`config.mk`:
```
export PLATFORM = sky130hd
export DESIGN_NAME = regfile_write_arbiter
export DESIGN_NICKNAME = d
export VERILOG_FILES = /design/src/rtl/regarb_pkg.sv /design/src/rtl/regarb_fifo.sv /design/src/rtl/regfile_write_arbiter.sv
export SDC_FILE = /design/constraint.sdc
export NUM_CORES = 1
export LEC_CHECK = 0
export BUFFER_PORTS_ARGS = -buffer_cell sky130_fd_sc_hd__buf_4
export CELL_PAD_IN_SITES_DETAIL_PLACEMENT = 1
export CELL_PAD_IN_SITES_GLOBAL_PLACEMENT = 2
export CORE_MARGIN = 2
export CORE_UTILIZATION = 31
export CTS_BUF_LIST = sky130_fd_sc_hd__clkbuf_4 sky130_fd_sc_hd__clkbuf_8 sky130_fd_sc_hd__clkbuf_16
export CTS_CLUSTER_DIAMETER = 50
export DETAILED_ROUTE_END_ITERATION = 10
export PLACE_DENSITY_LB_ADDON = 0.25
export SKIP_LAST_GASP = 1
export SLEW_MARGIN = 20
export SYNTH_ARGS = -nofsm -noshare
export SYNTH_HDL_FRONTEND = slang
export SYNTH_HIERARCHICAL = 1
export SYNTH_SLANG_ARGS = --single-unit
```
`constraint.sdc`:
```
create_clock -name Clk -period 12.4 [get_ports Clk]
set_clock_uncertainty 0.05 [all_clocks]
set_input_delay 1.86 -clock Clk [delete_from_list [all_inputs] [get_ports Clk]]
set_output_delay 1.86 -clock Clk [all_outputs]
set_load 0.02 [all_outputs]
```
`src/rtl/regarb_pkg.sv`:
```
// Shared definitions for the register-file write arbiter and its per-requester queues.
package regarb_pkg;
  localparam int unsigned ADDR_W   = 5;
  localparam int unsigned NUM_REGS = 32;
  localparam logic [ADDR_W-1:0] ZERO_REG = 5'd31;
  localparam int unsigned DATA_W   = 64;

  typedef struct packed {
    logic [ADDR_W-1:0] addr;
    logic [DATA_W-1:0] data;
  } entry_t;

  typedef enum logic {
    PRIO_Q0 = 1'b0,
    PRIO_Q1 = 1'b1
  } prio_e;

  function automatic logic [NUM_REGS-1:0] reg_onehot(input logic [ADDR_W-1:0] addr);
    reg_onehot       = '0;
    reg_onehot[addr] = 1'b1;
  endfunction
endpackage

```
`src/rtl/regarb_fifo.sv`:
```
// In-order writeback queue for one requester; exposes per-entry occupancy and
// target addresses so the top can build the pending-register mask.
module regarb_fifo
  import regarb_pkg::*;
#(
  parameter int unsigned DEPTH  = 2,
  parameter int unsigned DATA_W = regarb_pkg::DATA_W
) (
  input  logic                          clk,
  input  logic                          rst,
  input  logic                          push,
  input  logic                          pop,
  input  logic [ADDR_W-1:0]             push_addr,
  input  logic [DATA_W-1:0]             push_data,
  output logic                          full,
  output logic                          empty,
  output logic [ADDR_W-1:0]             head_addr,
  output logic [DATA_W-1:0]             head_data,
  output logic [DEPTH-1:0]              occ,
  output logic [DEPTH-1:0][ADDR_W-1:0]  entry_addr
);
  localparam int unsigned PTR_W = (DEPTH > 1) ? $clog2(DEPTH) : 1;
  localparam logic [PTR_W-1:0] PTR_ONE = 1;
  localparam logic [PTR_W:0]   CNT_ONE = 1;
  localparam logic [PTR_W:0]   CNT_MAX = DEPTH[PTR_W:0];

  logic [PTR_W-1:0]             wr_ptr, rd_ptr;
  logic [PTR_W:0]               count;
  logic [DEPTH-1:0][ADDR_W-1:0] addr_mem;
  logic [DATA_W-1:0]            data_mem [DEPTH];
  logic [PTR_W-1:0]             offset;

  assign full       = (count == CNT_MAX);
  assign empty      = (count == '0);
  assign head_addr  = addr_mem[rd_ptr];
  assign head_data  = data_mem[rd_ptr];
  assign entry_addr = addr_mem;

  always_ff @(posedge clk) begin
    if (rst) begin
      wr_ptr <= '0;
      rd_ptr <= '0;
      count  <= '0;
    end else begin
      if (push) wr_ptr <= wr_ptr + PTR_ONE;
      if (pop)  rd_ptr <= rd_ptr + PTR_ONE;
      case ({push, pop})
        2'b10:   count <= count + CNT_ONE;
        2'b01:   count <= count - CNT_ONE;
        default: count <= count;
      endcase
    end
  end

  // Payload storage needs no reset: stale slots are masked by occ.
  always_ff @(posedge clk) begin
    if (push) begin
      addr_mem[wr_ptr] <= push_addr;
      data_mem[wr_ptr] <= push_data;
    end
  end

  // Slot i is live when its distance from the read pointer is below the count.
  always_comb begin
    occ    = '0;
    offset = '0;
    for (int unsigned i = 0; i < DEPTH; i++) begin
      offset = PTR_W'(i) - rd_ptr;
      occ[i] = ({1'b0, offset} < count);
    end
  end
endmodule

```
`src/rtl/regfile_write_arbiter.sv`:
```
// Merges pipeline and load-unit writebacks into one register-file write port.
// Define REGARB_FIXED_PRIO_EN for strict queue-0 priority instead of round-robin.
module regfile_write_arbiter
  import regarb_pkg::*;
#(
  parameter int unsigned DEPTH  = 2,
  parameter int unsigned DATA_W = regarb_pkg::DATA_W
) (
  input  logic                Clk,
  input  logic                Reset,
  input  logic                Req0Valid,
  output logic                Req0Ready,
  input  logic [ADDR_W-1:0]   Req0Addr,
  input  logic [DATA_W-1:0]   Req0Data,
  input  logic                Req1Valid,
  output logic                Req1Ready,
  input  logic [ADDR_W-1:0]   Req1Addr,
  input  logic [DATA_W-1:0]   Req1Data,
  output logic                RegWrite,
  output logic [NUM_REGS-1:0] InputSelect,
  output logic [DATA_W-1:0]   WriteData,
  output logic [NUM_REGS-1:0] PendingMask
);
  logic                         full0, empty0, full1, empty1;
  logic                         push0, push1, grant0, grant1;
  logic [ADDR_W-1:0]            head_addr0, head_addr1;
  logic [DATA_W-1:0]            head_data0, head_data1;
  logic [DEPTH-1:0]             occ0, occ1;
  logic [DEPTH-1:0][ADDR_W-1:0] addrs0, addrs1;

  assign Req0Ready = ~full0;
  assign Req1Ready = ~full1;
  // Zero-register writes complete the handshake but never enter a queue.
  assign push0 = Req0Valid & Req0Ready & (Req0Addr != ZERO_REG);
  assign push1 = Req1Valid & Req1Ready & (Req1Addr != ZERO_REG);

  regarb_fifo #(.DEPTH(DEPTH), .DATA_W(DATA_W)) u_q0 (
    .clk(Clk), .rst(Reset), .push(push0), .pop(grant0),
    .push_addr(Req0Addr), .push_data(Req0Data),
    .full(full0), .empty(empty0), .head_addr(head_addr0), .head_data(head_data0),
    .occ(occ0), .entry_addr(addrs0)
  );

  regarb_fifo #(.DEPTH(DEPTH), .DATA_W(DATA_W)) u_q1 (
    .clk(Clk), .rst(Reset), .push(push1), .pop(grant1),
    .push_addr(Req1Addr), .push_data(Req1Data),
    .full(full1), .empty(empty1), .head_addr(head_addr1), .head_data(head_data1),
    .occ(occ1), .entry_addr(addrs1)
  );

`ifdef REGARB_FIXED_PRIO_EN
  always_comb begin
    grant0 = ~empty0;
    grant1 = empty0 & ~empty1;
  end
`else
  prio_e prio_q, prio_d;

  always_ff @(posedge Clk) begin
    if (Reset) prio_q <= PRIO_Q0;
    else       prio_q <= prio_d;
  end

  always_comb begin
    grant0 = 1'b0;
    grant1 = 1'b0;
    prio_d = prio_q;
    if (!empty0 && !empty1) begin
      if (prio_q == PRIO_Q0) grant0 = 1'b1;
      else                   grant1 = 1'b1;
    end else begin
      grant0 = ~empty0;
      grant1 = ~empty1;
    end
    if (grant0)      prio_d = PRIO_Q1;
    else if (grant1) prio_d = PRIO_Q0;
  end
`endif

  always_ff @(posedge Clk) begin
    if (Reset) begin
      RegWrite    <= 1'b0;
      InputSelect <= '0;
      WriteData   <= '0;
    end else begin
      RegWrite    <= grant0 | grant1;
      InputSelect <= '0;
      if (grant0) begin
        InputSelect <= reg_onehot(head_addr0);
        WriteData   <= head_data0;
      end else if (grant1) begin
        InputSelect <= reg_onehot(head_addr1);
        WriteData   <= head_data1;
      end
    end
  end

  always_comb begin
    PendingMask = '0;
    for (int unsigned i = 0; i < DEPTH; i++) begin
      if (occ0[i]) PendingMask = PendingMask | reg_onehot(addrs0[i]);
      if (occ1[i]) PendingMask = PendingMask | reg_onehot(addrs1[i]);
    end
  end
endmodule

```
==> impl_metrics.json, run 1 <==
{
  "synth_simple_gate_area_share_pct": 7.778,
  "rsz0062_at_grt": "no",
  "drc": 0,
  "max_freq_mhz": 217.7,
  "worstHoldStart": "WriteData[13]",
  "cts_buffers": 47,
  "io_pins": 273,
  "die_area_um2": 50460,
  "worstPathArrival_ns": 2.68,
  "final_area_um2": 19330,
  "r2r_end": "WriteData[27]",
  "r2r_setup_slack_ns": 9.28,
  "syn_to_final_growth_pct": 28.12,
  "path_class": "reg2out",
  "worstSkewPairLatency_ns": 0.58,
  "p_comb_share_pct": 23.9,
  "hold_viol_final": 0,
  "drive_gt1_share_pct": 41.49,
  "synthAdderAreaFrac_pct": 0.1658,
  "ys_top_cells_by_area": "edfxtp_1 (55%), dfxtp_1 (14%), mux2_2 (10%)",
  "antenna_found_initial": 3,
  "reg2reg_from": "u_q0/count[0]",
  "fin_crit_ns": 4.593,
  "slew_headroom_pct": 25.72,
  "yosysTopAreaCell": "edfxtp_1",
  "endpoint_kind": "primary output",
  "async_reset_ff_share_pct": 0,
  "grt.overflow.total": 0,
  "p_switching_mw": 1.251,
  "synth-edff-count": 276,
  "switching_share_pct": 30.49,
  "grt_pass1_wl_um": 66150,
  "grt_max_degree": 69,
  "ys_seq_elements": 384,
  "setup_viol": 0,
  "drt-total-wl_um": 44640,
  "grt_use_total_pct": 17.51,
  "drtIter0Drc": 568,
  "hpwl_um": 28670,
  "die_height_um": 224.6,
  "initial_core_util_pct": 31.54,
  "crit_path_start_kind": "flip-flop",
  "clock_sinks": 384,
  "synth_area_um2": 15090,
  "post-route-period-util_pct": 37.04,
  "numPortBuffers": 272,
  "drv_slew": 0,
  "synth_nets": 1101,
  "yosys.cell_count.top_type": "edfxtp_1",
  "ys_types": 45,
  "min_path_cells": 1,
  "ys_seq_area_share_pct": 69.25,
  "fill_cells": 4890,
  "synthXorXnorAreaFrac_pct": 0.4643,
  "hold_path_class": "reg2reg",
  "vias": 9814,
  "cts_hold_repair.buffers": 0,
  "cts_setup_buffers": 0,
  "power_density_nw_per_um2": 212.2,
  "grt_pass1_vias": 10541,
  "ctsHtreeMaxLevel": 2,
  "placed_area_um2": 17750,
  "nNetsFinal": 1381,
  "setup_tns_ns": 0,
  "clk_path_buf_depth": 3,
  "synthTopCellsByCount": "edfxtp_1 (276), mux2_2 (138), dfxtp_1 (108)",
  "clockPowerShare_pct": 32.9,
  "ys_warn_count": 6,
  "tightest_slew_ns": 1.114,
  "synthFlopType": "edfxtp_1",
  "cts-resized-gates": 0,
  "drt-vias-per-instance": 5.184,
  "clockRootBuffer": "clkbuf_16",
  "clk_pin_slew_worst_paths_ns": 0.06,
  "syn_area_per_cell_um2": 15.77,
  "cts_tree": "built",
  "synth_top_family_by_area": "multiplexers",
  "wl_per_cell_um": 23.58,
  "netlist_instances": 957,
  "crit_fanout": 8,
  "status": "finished, final reports clean",
  "p_leak_nw": 7.281,
  "reg2reg_depth": 5,
  "core_um2": 47850,
  "ir_drop_mv": 0.1275,
  "synth_compound_area_share_pct": 10.00,
  "drv_cap": 0,
  "worstPathRequired_ns": 10.49,
  "synthMuxAreaShare_pct": 10.30,
  "drtAntennaViolNets": 0,
  "drtPass1Iterations": 5,
  "p_int_mw": 2.851,
  "synth_top_area_share_pct": 54.93,
  "rows": 80,
  "pwr-share-seq_pct": 43.2,
  "chipWidth_um": 224.6,
  "gp_congestion": 0.8500,
  "whs_endpoint": "WriteData[13]"
}
## cells by family after synthesis
group                      after synthesis
DFF                                    384
and+or+nand+nor                        186
AOI/OAI and AO/OA                      178
muxes                                  138
buffers and inverters                   61
xor gates and xnor gates                 8
adders and majority gates                2
## routing by layer
metal	vias up	global-route usage, %	share of wire, %
li1	4459	-	-
met1	5039	22.49	44
met2	261	29.71	49
met3	55	3.841	5.3
met4	0	5.020	2.3
met5	-	0	0
## worst max path at each step
| stage | from | end | cells after the start |
|---|---|---|---|
| after floorplan | Req1Addr[2] | u_q1/data_mem[0][0] | 5 |
| after global placement | Req0Addr[2] | u_q0/data_mem[0][11] | 7 |
| after detailed placement | Req1Addr[2] | u_q1/entry_addr[4] | 7 |
| after CTS | u_q1/rd_ptr | PendingMask[19] | 5 |
| after global routing | u_q1/rd_ptr | PendingMask[19] | 5 |
| final | u_q1/rd_ptr | PendingMask[19] | 5 |
## state kept, by name, summed over array words and instances (netlist names), 2 cells and up, named ones only
| register | cells |
|---|---|
| u_q0/data_mem | 128 |
| WriteData | 64 |
| InputSelect | 32 |
| u_q1/count | 2 |
| u_q1/data_mem | 128 |
| u_q1/entry_addr | 10 |
| u_q0/count | 2 |
| u_q0/entry_addr | 10 |
## placed cells by master, fill, tap and decap left out, types with 12 or more instances in the layout
cell type	Yosys	final
a221o_1	64	64
a22oi_1	24	24
and3_1	69	68
buf_4	0	280
clkbuf_16	0	47
dfxtp_1	108	106
edfxtp_1	276	276
mux2_2	138	138
nand3_1	12	12
nor2_1	26	23
nor2b_1	14	14
o221ai_1	32	32
o22ai_1	32	32
## stage by stage
stage | util (%) | cells | hold slack (ns) | setup WS [ns] | power (mW)
2_1_floorplan | - | 957 | 0.4363 | 6.614 | 2.390
3_3_place_gp | 37.05 | 1801 | 0.4228 | 7.750 | 2.763
3_5_place_dp | 37.09 | 1802 | 0.4243 | 7.846 | 2.792
4_1_cts | 40.33 | 1889 | 0.4431 | 7.813 | 4.157
5_1_grt | 40.39 | 1891 | 0.4528 | 7.622 | 4.290
6_report | 40.41 | 1893 | 0.4405 | 7.807 | 4.102
## power by group through the flow
stage	combinational (mW)	sequential, mW	clock [mW]
3_5_place_dp	0.972	1.82	0
6_report	0.981	1.77	1.35
3_3_place_gp	0.950	1.81	0
5_1_grt	1.06	1.80	1.43
4_1_cts	0.977	1.80	1.38
2_1_floorplan	0.587	1.80	0
## final cells by class
cell class	instances	area (um^2)	share of cell area [%]
well taps	615	769.5	3.980
flip-flops and latches	384	10460	54.09
diodes	3	7.507	0.03883
clock inverters	30	291.5	1.508
clock buffers	57	1257	6.504
repair buffers	282	2150	11.12
inverters	10	37.54	0.1942
multi-input cells	512	4362	22.56
## critical path, stage by stage (launching register included)
cell and delay (ns):
dfxtp_1 0.51, a21o_2 0.25, nor4bb_1 0.85, a32oi_1 0.22, o221ai_1 0.12, buf_4 0.17
Power figures use the tool's default switching activity.
==> run 2: changes to the inputs <==
==> constraint.sdc (replaced) <==
create_clock -name Clk -period 4.2 [get_ports Clk]
set_clock_uncertainty 0.05 [all_clocks]
set_input_delay 0.63 -clock Clk [delete_from_list [all_inputs] [get_ports Clk]]
set_output_delay 0.63 -clock Clk [all_outputs]
set_load 0.02 [all_outputs]
==> run 2 against run 1 <==
Worst hold slack worse by 0.24 ns; design area up 0.83%; cell count about the same; clock power rose to 3.0 times the previous value; register-to-register slack worse by 7.5 ns; routed wire length down 1.3%; non-clock buffer count up 3; die area unchanged; largest power group unchanged; global-route usage down 0.11 points; critical path type unchanged; total power rose to 3.0 times the previous value; critical endpoint unchanged; combinational power rose to 3.0 times the previous value.
==> impl_metrics.json, run 2 (synthesis results as in run 1) <==
{
  "hpwl_um": 29210,
  "drt-total-wl_um": 44070,
  "antenna_found_initial": 5,
  "cts_tree": "built",
  "path_cells": "a21o_2 -> nor4bb_1 -> a32oi_1 -> o221ai_1 -> buf_4",
  "status": "finished, final reports clean",
  "clock_sinks": 384,
  "slew_headroom_pct": 30.94,
  "die_area_um2": 50460,
  "grt_use_total_pct": 17.41,
  "clk_pin_slew_worst_paths_ns": 0.06,
  "final_cell_mix": "buf_4 (277), edfxtp_1 (276), mux2_2 (138), dfxtp_1 (106), and3_1 (68)",
  "vias": 9671,
  "drive_gt1_share_pct": 41.61,
  "fin_crit_ns": 3.343,
  "hold_viol_final": 0,
  "io_pins": 273,
  "die_height_um": 224.6,
  "cts_hold_repair.buffers": 0,
  "wl_per_cell_um": 23.29,
  "worstPathRequired_ns": 3.52,
  "drtAntennaViolNets": 0,
  "numPortBuffers": 272,
  "path_class": "reg2out",
  "endpoint_kind": "primary output",
  "rows": 80,
  "worstSkewPairLatency_ns": 0.56,
  "post-route-period-util_pct": 79.60,
  "clk_path_buf_depth": 3,
  "drv_slew": 0,
  "power_density_nw_per_um2": 628.5,
  "initial_core_util_pct": 31.54,
  "setup_viol": 0,
  "grt.overflow.total": 0,
  "gp_congestion": 0.8203,
  "crit_buf_inv": 1,
  "ir_drop_mv": 0.3369,
  "worst_path_max_delay_cell": "nor4bb_1",
  "drtPass1Iterations": 4,
  "fin_util_pct": 40.74,
  "crit_path_start_kind": "flip-flop",
  "syn_to_final_growth_pct": 29.19,
  "drc": 0,
  "grt_pass1_wl_um": 65680,
  "hold_path_class": "in2reg",
  "chipWidth_um": 224.6,
  "clockRootBuffer": "clkbuf_16",
  "drv_cap": 0,
  "drt-vias-per-instance": 5.112,
  "p_leak_nw": 7.357,
  "crit_family": "simple AND/OR/NAND/NOR gates",
  "cts-resized-gates": 0,
  "slowest_delay_ns": 0.83,
  "max_freq_mhz": 299.1,
  "grt_pass1_vias": 10384,
  "grt_max_degree": 65,
  "worstPathArrival_ns": 2.66,
  "nNetsFinal": 1383,
  "top_regs": "u_q0/data_mem (128), u_q1/data_mem (128), WriteData (64)",
  "cts_setup_buffers": 0,
  "drtIter0Drc": 572,
  "cts_buffers": 46,
  "setup_tns_ns": 0,
  "rsz0062_at_grt": "no",
  "crit_fanout": 8,
  "tightest_slew_ns": 1.036,
  "final_common_cell": "buf_4",
  "core_um2": 47850,
  "ctsHtreeMaxLevel": 2
}
## run 2: cell count changes in the layout (fill, tap and decap cells not counted), moves of 2 or more
cell,change
clkinvlp_4,-2
clkbuf_8,+5
inv_6,-4
clkinv_8,-2
diode_2,-2
clkbuf_16,+4
buf_4,-3
clkinv_2,-2
buf_16,+2
buf_12,+4
## run 2: power breakdown
| group | switching, mW | internal [mW] | total, mW |
|---|---|---|---|
| logic | 1.61 | 1.34 | 2.95 |
| registers | 0.440 | 4.78 | 5.22 |
| clock network | 1.58 | 2.50 | 4.08 |
| total | 3.63 | 8.62 | 12.3 |
## run 2: area by class of cell
class / count / area, um^2
repair buffers: 285 / 2262
well taps: 615 / 769.5
inverters: 10 / 37.54
flip-flops and latches: 384 / 10460
clock inverters: 19 / 176.4
diodes: 1 / 2.502
fillers: 4889 / 28350
clock buffers: 66 / 1426
multi-input cells: 512 / 4362
## run 2: worst paths after layout
check | to | depth (start not counted) | start | slack (ns)
worst min-delay path | u_q1/data_mem[1][46] | 1 | Req1Data[46] | 0.20
worst max register to register | WriteData[62] | 5 | u_q1/count[0] | 1.74
worst min register to register | WriteData[48] | 1 | WriteData[48] | 0.44
worst max-delay path | PendingMask[19] | 5 | u_q1/rd_ptr | 0.86
## run 2: stage by stage
| step | power [mW] | setup slack, ns | cell area, um^2 | hold WS [ns] | instances |
|---|---|---|---|---|---|
| final | 12.25 | 0.8567 | 19490 | 0.1973 | 1892 |
| after global routing | 12.83 | 0.6788 | 19490 | 0.1673 | 1891 |
| after CTS | 12.44 | 0.8662 | 19460 | 0.1560 | 1890 |
| after detailed placement | 8.286 | 1.483 | 17860 | 0.4239 | 1805 |
| after global placement | 8.184 | 1.532 | 17790 | 0.4247 | 1802 |
| after floorplan | 7.045 | 0.8188 | 15090 | 0.4363 | 957 |
## run 2: metal layers
| metal | wire length, um | vias to the layer above | global-route usage, % |
|---|---|---|---|
| met1 | 18490 | 4871 | 21.55 |
| met2 | 22140 | 252 | 30.44 |
| li1 | - | 4470 | - |
| met5 | 76 | - | 0 |
| met3 | 2573 | 68 | 4.468 |
| met4 | 788 | 10 | 4.038 |
==> run 3: changes to the inputs <==
==> constraint.sdc (replaced) <==
create_clock -name Clk -period 3 [get_ports Clk]
set_clock_uncertainty 0.05 [all_clocks]
set_input_delay 0.45 -clock Clk [delete_from_list [all_inputs] [get_ports Clk]]
set_output_delay 0.45 -clock Clk [all_outputs]
set_load 0.02 [all_outputs]
==> run 3 against run 2 <==
Design area rose by 7.6%; sequential power rose by 39%; worst hold slack got worse by 0.16 ns; sequential share of layout area fell by 3.8 points; cell count rose by 7.5%; register-to-register slack got worse by 1.0 ns; routed wire length rose by 3.8%; largest cell class unchanged.
==> impl_metrics.json, run 3 (synthesis results as in run 1) <==
{
  "drv_slew": 0,
  "hold_viol_final": 0,
  "reg2reg_depth": 5,
  "final_common_cell": "buf_4",
  "dr_wl_met3_um": 2202,
  "clk_path_buf_depth": 3,
  "status": "finished, final reports clean",
  "antenna_found_initial": 3,
  "whs_endpoint": "u_q0/data_mem[0][41]",
  "r2r_end": "WriteData[36]",
  "clock_sinks": 384,
  "fill_cells": 4801,
  "top_layer_used": "met5",
  "power_density_nw_per_um2": 840.4,
  "path_class": "reg2out",
  "setup_tns_ns": 0,
  "grt_max_degree": 65,
  "r2r_setup_slack_ns": 0.72,
  "worst_slack_ns": 0.1979,
  "rows": 80,
  "slew_headroom_pct": 51.58,
  "fin_crit_ns": 2.802,
  "cts_buffers": 47,
  "die_area_um2": 50460,
  "core_um2": 47850,
  "wl_met2_um": 22830,
  "drt-vias-per-instance": 5.053,
  "chipWidth_um": 224.6,
  "wl_per_cell_um": 22.50,
  "vias": 10278,
  "die_height_um": 224.6,
  "cts_tree": "built",
  "ir_drop_mv": 0.3972,
  "grt_pass1_wl_um": 68560,
  "io_pins": 273,
  "gp_congestion": 0.8233,
  "worstHoldStart": "Req0Data[41]",
  "p_leak_nw": 7.997,
  "grt_use_total_pct": 18.00,
  "crit_path_start_kind": "flip-flop",
  "worstSkewPairLatency_ns": 0.56,
  "clk_pin_slew_worst_paths_ns": 0.06,
  "rsz0062_at_grt": "no",
  "drtIter0Drc": 583,
  "hpwl_um": 29450,
  "post-route-period-util_pct": 93.40,
  "setup_viol": 0,
  "drtPass1Iterations": 5,
  "worstPathRequired_ns": 2.50,
  "syn_to_final_growth_pct": 38.96,
  "max_freq_mhz": 356.9,
  "cts_setup_buffers": 0,
  "endpoint_kind": "primary output",
  "reg2reg_from": "u_q1/count[0]",
  "ctsHtreeMaxLevel": 2,
  "crit_fanout": 8,
  "grt.overflow.total": 0,
  "final_cell_mix": "buf_4 (284), edfxtp_1 (276), mux2_2 (138), dlygate4sd3_1 (127), dfxtp_1 (106)",
  "clockRootBuffer": "clkbuf_16",
  "hold_path_class": "in2reg",
  "worstPathArrival_ns": 2.30,
  "drtAntennaViolNets": 0,
  "numPortBuffers": 272,
  "grt_pass1_vias": 11196,
  "drv_cap": 0,
  "drc": 0,
  "post-place-ws_ns": 0.6822,
  "drive_gt1_share_pct": 38.70,
  "nNetsFinal": 1522,
  "top_regs": "u_q0/data_mem (128), u_q1/data_mem (128), WriteData (64)",
  "drt-total-wl_um": 45760,
  "tightest_slew_ns": 0.7262,
  "initial_core_util_pct": 31.54,
  "wl_met1_um": 19550,
  "min_path_cells": 1
}
-- run 3: area by class of cell --
type / instances / area (um^2) / share of cell area (%)
clock buffer: 69 / 1473 / 7.023
multi-input combinational: 512 / 4374 / 20.86
antenna: 3 / 7.507 / 0.03580
inverter: 10 / 37.54 / 0.1790
timing repair buffer: 423 / 3643 / 17.38
tap: 615 / 769.5 / 3.670
clock inverter: 18 / 206.4 / 0.9845
sequential: 384 / 10460 / 49.87
-- run 3: worst max-delay path by stage --
stage                          endpoint           from  slack, ns
CTS                     PendingMask[18]  u_q0/count[0]       0.06
detailed placement      PendingMask[18]    u_q0/rd_ptr       0.68
finish                   PendingMask[4]    u_q1/rd_ptr       0.20
global route             PendingMask[4]    u_q1/rd_ptr       0.03
global placement        PendingMask[16]    u_q0/rd_ptr       0.72
floorplan           u_q0/data_mem[0][0]  u_q0/count[0]       0.43
-- run 3: through the flow --
step	total power [mW]	cells	hold WS [ns]	area, um^2	util (%)
after floorplan	9.851	957	0.4363	15110	-
after global placement	11.60	1817	0.4221	18000	37.62
after detailed placement	11.71	1817	0.4239	18000	37.62
after CTS	17.89	2031	0.002425	20950	43.78
after global routing	18.46	2033	0.009226	20970	43.82
final	17.62	2034	0.03976	20970	43.83
-- run 3: critical path: stages, from the launching register on --
cell and delay, ns:
dfxtp_1 0.54, inv_1 0.09, a21o_2 0.26, nor4bb_1 0.16
buf_4 0.16, a22oi_1 0.14, o221ai_1 0.19, buf_4 0.21
-- run 3: power breakdown --
part / leakage [nW] / switching [mW] / internal [mW]
registers: 3.47 / 0.561 / 6.69
logic: 3.68 / 2.40 / 2.02
clock network: 0.849 / 2.25 / 3.70
-- run 3: routing by layer --
layer  vias up  global-route usage, %
met4         2                  6.046
met2       274                  31.32
met3        73                  3.410
met1      5176                  22.44
met5         -                      0
li1       4753                      -
-- run 3: repair_timing --
action                                 in CTS  in global routing
setup endpoints to repair                   0                  6
hold buffers                              127                  0
resized for setup                           0                  2
endpoints found under the hold margin     254                  0
